==> src/rtl/mac_acc_pipe.sv <==
// Convolution MAC: KxK products, tree sum, per-channel accumulate, shift/clamp/ReLU output.
// Latency 3 edges from the last-beat accept to out_valid; a held output freezes the whole pipe and drops in_ready.
module mac_acc_pipe #(
    parameter int DATA_WIDTH   = 8,
    parameter int KERNEL_SIZE  = 3,
    parameter int NUM_CHANNELS = 4,
    parameter int ACC_WIDTH    = 32,
    parameter int OUT_WIDTH    = 16,
    parameter int SHIFT        = 0
) (
    input  logic                        clk,
    input  logic                        reset,
    input  logic [DATA_WIDTH-1:0]        feature [KERNEL_SIZE][KERNEL_SIZE],
    input  logic signed [DATA_WIDTH-1:0] kernel  [KERNEL_SIZE][KERNEL_SIZE],
    input  logic signed [ACC_WIDTH-1:0]  bias,
    input  logic                        relu_en,
    input  logic                        in_valid,
    output logic                        in_ready,
    output logic                        out_valid,
    input  logic                        out_ready,
    output logic signed [OUT_WIDTH-1:0]  out_data,
    output logic                        busy
);

    localparam int KK = KERNEL_SIZE * KERNEL_SIZE;
    localparam int PW = 2 * DATA_WIDTH + 1;
    localparam int CW = (NUM_CHANNELS > 1) ? $clog2(NUM_CHANNELS) : 1;
    localparam logic [CW-1:0] CNT_LAST = CW'(NUM_CHANNELS - 1);
    localparam logic signed [ACC_WIDTH-1:0] SAT_HI =
        {{(ACC_WIDTH-OUT_WIDTH+1){1'b0}}, {(OUT_WIDTH-1){1'b1}}};
    localparam logic signed [ACC_WIDTH-1:0] SAT_LO =
        {{(ACC_WIDTH-OUT_WIDTH+1){1'b1}}, {(OUT_WIDTH-1){1'b0}}};

    logic                 stall, adv, accept;
    logic                 beat_first, beat_last, beat_relu;
    logic [CW-1:0]        cnt_q, cnt_d;
    logic                 grp_relu_q;

    logic                 s1_vld_q, s1_first_q, s1_last_q, s1_relu_q;
    logic signed [ACC_WIDTH-1:0] s1_bias_q;
    logic signed [PW-1:0] s1_prod_q [KK];
    logic signed [PW-1:0] prod_d    [KK];

    logic                 s2_vld_q, s2_first_q, s2_last_q, s2_relu_q;
    logic signed [ACC_WIDTH-1:0] s2_bias_q, s2_sum_q, sum_d;

    logic signed [ACC_WIDTH-1:0] acc_q, acc_d, shifted, clamp_lo, clamped;
    logic                 s3_fin_q, s3_relu_q, part_q;

    logic                 out_valid_q;
    logic signed [OUT_WIDTH-1:0] out_data_q;

    always_comb begin
        stall      = out_valid_q & ~out_ready;
        adv        = ~stall;
        in_ready   = adv;
        accept     = in_valid & adv;
        beat_first = (cnt_q == '0);
        beat_last  = (cnt_q == CNT_LAST);
        // relu_en is only sampled on channel 0; later beats inherit the group value
        beat_relu  = beat_first ? relu_en : grp_relu_q;
        cnt_d      = beat_last ? '0 : cnt_q + CW'(1);
    end

    always_comb begin
        for (int i = 0; i < KERNEL_SIZE; i++) begin
            for (int j = 0; j < KERNEL_SIZE; j++) begin
                prod_d[i*KERNEL_SIZE+j] =
                    $signed({{(DATA_WIDTH+1){1'b0}}, feature[i][j]}) *
                    $signed({{(DATA_WIDTH+1){kernel[i][j][DATA_WIDTH-1]}}, kernel[i][j]});
            end
        end
    end

    always_comb begin
        sum_d = '0;
        for (int p = 0; p < KK; p++) begin
            sum_d = sum_d + {{(ACC_WIDTH-PW){s1_prod_q[p][PW-1]}}, s1_prod_q[p]};
        end
    end

    always_comb begin
        acc_d   = (s2_first_q ? s2_bias_q : acc_q) + s2_sum_q;
        shifted = acc_q >>> SHIFT;
        if (s3_relu_q) clamp_lo = '0;
        else           clamp_lo = SAT_LO;
        if (shifted > SAT_HI)        clamped = SAT_HI;
        else if (shifted < clamp_lo) clamped = clamp_lo;
        else                         clamped = shifted;
    end

    always_ff @(posedge clk) begin
        if (reset) begin
            cnt_q       <= '0;
            grp_relu_q  <= 1'b0;
            s1_vld_q    <= 1'b0;
            s1_first_q  <= 1'b0;
            s1_last_q   <= 1'b0;
            s1_relu_q   <= 1'b0;
            s1_bias_q   <= '0;
            for (int p = 0; p < KK; p++) s1_prod_q[p] <= '0;
            s2_vld_q    <= 1'b0;
            s2_first_q  <= 1'b0;
            s2_last_q   <= 1'b0;
            s2_relu_q   <= 1'b0;
            s2_bias_q   <= '0;
            s2_sum_q    <= '0;
            acc_q       <= '0;
            s3_fin_q    <= 1'b0;
            s3_relu_q   <= 1'b0;
            part_q      <= 1'b0;
            out_valid_q <= 1'b0;
            out_data_q  <= '0;
        end else if (adv) begin
            if (accept) begin
                cnt_q <= cnt_d;
                if (beat_first) grp_relu_q <= relu_en;
            end
            s1_vld_q   <= accept;
            s1_first_q <= beat_first;
            s1_last_q  <= beat_last;
            s1_relu_q  <= beat_relu;
            s1_bias_q  <= bias;
            s1_prod_q  <= prod_d;

            s2_vld_q   <= s1_vld_q;
            s2_first_q <= s1_first_q;
            s2_last_q  <= s1_last_q;
            s2_relu_q  <= s1_relu_q;
            s2_bias_q  <= s1_bias_q;
            s2_sum_q   <= sum_d;

            if (s2_vld_q) begin
                acc_q     <= acc_d;
                s3_relu_q <= s2_relu_q;
                part_q    <= ~s2_last_q;
            end
            s3_fin_q <= s2_vld_q & s2_last_q;

            // acc_q may be reloaded by the next group on this same edge; the output takes the old value
            out_valid_q <= s3_fin_q;
            if (s3_fin_q) out_data_q <= clamped[OUT_WIDTH-1:0];
        end
    end

    assign out_valid = out_valid_q;
    assign out_data  = out_data_q;
    assign busy      = s1_vld_q | s2_vld_q | s3_fin_q | part_q | out_valid_q | (cnt_q != '0);

endmodule

==> config.mk <==
export PLATFORM = sky130hd
export DESIGN_NAME = mac_acc_pipe
export DESIGN_NICKNAME = d
export VERILOG_FILES = /design/src/rtl/mac_acc_pipe.sv
export SDC_FILE = /design/constraint.sdc
export NUM_CORES = 2
export LEC_CHECK = 0
export ABC_AREA = 1
export BUFFER_PORTS_ARGS = -buffer_cell sky130_fd_sc_hd__buf_2
export CAP_MARGIN = 10
export CORE_ASPECT_RATIO = 0.9
export CORE_UTILIZATION = 45
export DETAILED_ROUTE_END_ITERATION = 8
export GPL_TIMING_DRIVEN = 0
export SYNTH_ARGS = -nofsm -noshare
export SYNTH_HDL_FRONTEND = slang
export SYNTH_SLANG_ARGS = --single-unit
export TNS_END_PERCENT = 10
==> constraint.sdc <==
create_clock -name clk -period 5.4 [get_ports clk]
set_input_delay 1.08 -clock clk [delete_from_list [all_inputs] [get_ports clk]]
set_output_delay 1.08 -clock clk [all_outputs]
set_load 0.05 [all_outputs]
==> flow_summary.json <==
{
  "outcome": "completed",
  "synth_edf_count": 0,
  "cts_root_buffer": "clkbuf_16",
  "first_global_vias": 31875,
  "grt_max_degree": 20,
  "finalMaxSlewViolations": 0,
  "async_flop_share_pct": 0,
  "syn-cell-area_um2": 38300,
  "antenna_cells": 0,
  "portBuffers": 63,
  "rsz0062_at_grt": "no",
  "finalWorstSetupSlack_ns": 0.152,
  "htree_levels": 2,
  "arrival_ns": 5.71,
  "critPathMaxFanout": 9,
  "post_cts_resized": 0,
  "dp_slack_ns": -0.295,
  "critPathLaunchType": "input pin",
  "initial_core_util_pct": 45.4,
  "final_cell_mix": "1278 x inv_1, 939 x nand2_1, 458 x ha_1",
  "track_usage_pct": 25.5,
  "max_freq_ghz": 0.191,
  "placed_cells": 6369,
  "post-cts-setup-buffers": 0,
  "path_clk_slew_ns": 0.06,
  "ys_seq_elements": 305,
  "grt_pass1_wl_um": 173000,
  "cts_made_buffers": 37,
  "antenna_found_initial": 0,
  "dieArea_um2": 86200,
  "ys_warn_count": 0,
  "syn_nets": 6267,
  "ir_drop_mv": 1.29,
  "required_ns": 5.86,
  "finalWirelength_um": 108000,
  "ios": 200,
  "syn_avg_cell_area_um2": 7.40,
  "crit_type": "input pin to flip-flop",
  "period_needed_ns": 5.25,
  "die_w_um": 309,
  "rows": 101,
  "cts_tree": "built",
  "ant_nets": 0,
  "drive_above_1_share_pct": 4.92,
  "post-route-period-util_pct": 97.2,
  "fin_area_um2": 41200,
  "synth-main-ff-cell": "dfxtp_1",
  "slew_headroom_pct": 11.8,
  "wire_per_inst_um": 16.8,
  "hp-class": "flip-flop to flip-flop",
  "dpl.hpwl_um": 89300,
  "drt_iter0_drc": 1846,
  "synthDistinctLibCells": 43,
  "power_density_nw_per_um2": 681,
  "cp-end-kind": "flip-flop",
  "layout_commonest_cell": "inv_1",
  "timing_hold_violations_final": 0,
  "nets": 6370,
  "drc": 0,
  "synthCells": 5172,
  "fin_hold_ws_ns": 0.475,
  "grt-ovfl-total": 0,
  "cts_sinks": 305,
  "vias_per_cell": 4.99,
  "dr.pass1.iters": 6,
  "dpl_cell_area_um2": 40000,
  "hold_buffers": 0,
  "ys_seq_area_share_pct": 16.0,
  "tightest_slew_ns": 1.32,
  "cap_violations": 0,
  "power.leakage_nw": 23.6,
  "place_congestion": 0.964,
  "worstSkewPairLatency_ns": 0.59,
  "fin_cells": 6433,
  "areaGrowthSynthToFinish_pct": 7.72,
  "skew_ns": 0.0254,
  "setup_violations": 0,
  "fp.coreArea_um2": 84300,
  "cts_max_path_buffers": 3,
  "total_power_mw": 28.1,
  "dr_total_vias": 32123,
  "fp.dieH_um": 279
}
-- sequential cells by signal (all words and copies together) (netlist names), 2 cells and up --
signal / cells
out_data: 16
s1_bias_q: 32
acc_q: 32
s1_prod_q: 153
s2_bias_q: 32
s2_sum_q: 25
cnt_q: 2
-- report_power, final --
| group | internal [mW] | switching (mW) |
|---|---|---|
| clock network | 1.42 | 1.08 |
| registers | 2.84 | 0.348 |
| logic | 8.17 | 14.2 |
-- critical path, cell delays in order --
cell	delay, ns
buf_2	0.13
inv_1	0.16
or2_2	0.33
fa_1	0.46
fa_1	0.49
inv_1	0.05
fa_1	0.53
fa_1	0.46
ha_1	0.37
nand2_1	0.09
nor2_1	0.04
a211oi_1	0.44
o21ai_0	0.28
nand2_1	0.15
nand2_1	0.06
nand2_1	0.06
nand3_1	0.31
nand2_1	0.19
inv_1	0.05
-- worst paths after layout --
check                 startpoint            end  slack, ns  depth (start not counted)
setup / recovery       kernel[7]  s1_prod_q[16]       0.15                         19
hold reg to reg         acc_q[8]    out_data[8]       0.48                          2
hold / removal          acc_q[8]    out_data[8]       0.48                          2
setup reg to reg  s1_prod_q[104]   s2_sum_q[18]       0.91                         20
-- synthesized netlist by cell type (5+ instances only) --
cell / count / area [µm²]
inv_1: 1278 / 4800
nand2_1: 939 / 3520
ha_1: 458 / 5730
fa_1: 456 / 9130
nor2_1: 359 / 1350
o21ai_0: 355 / 1780
dfxtp_1: 305 / 6110
a21oi_1: 251 / 1260
clkbuf_1: 190 / 713
nand3_1: 143 / 716
o21bai_1: 64 / 480
xor2_1: 55 / 482
or2_2: 48 / 300
buf_2: 38 / 190
o211ai_1: 38 / 285
xnor2_1: 36 / 315
nor3_1: 24 / 120
nand2_2: 20 / 125
nand4_1: 15 / 93.8
o21a_1: 14 / 105
a21oi_2: 12 / 105
a21o_1: 9 / 67.6
mux2_2: 9 / 101
nor4_1: 9 / 56.3
a211oi_1: 8 / 60.1
buf_1: 8 / 30.0
o21ai_2: 5 / 43.8
-- area by class of cell --
cell class / instances / area [µm²]
fillers: 8578 / 43100
clock inverters: 11 / 149
multi-input cells: 3350 / 26400
well taps: 1133 / 1420
flip-flops and latches: 305 / 6110
clock buffers: 53 / 1050
inverters: 1278 / 4800
repair buffers: 64 / 343
plain buffers: 239 / 972
-- through the flow --
| step | setup TNS, ns | utilization [%] |
|---|---|---|
| final | 0 | 48.9 |
| after global routing | 0 | 48.9 |
| after CTS | 0 | 48.9 |
| after detailed placement | -1.01 | 47.5 |
| after global placement | -0.800 | 47.5 |
| after floorplan | 0 | - |
-- cells by family after synthesis --
group | count (synthesis) | synth area share (%)
simple gates | 1570 | 16.7
buf+inv | 1517 | 15.1
fa+ha+maj | 914 | 38.8
compound gates | 765 | 11.1
flops | 305 | 16.0
xor+xnor | 91 | 2.08
mux | 10 | 0.291
-- metal layers --
layer	vias up	GRT usage, %	routed length [µm]
li1	15837	-	-
met1	15457	35.6	50400
met2	710	41.9	49300
met3	119	2.94	5530
met4	0	6.30	2570
met5	-	0	0
Power figures use the tool's default switching activity.
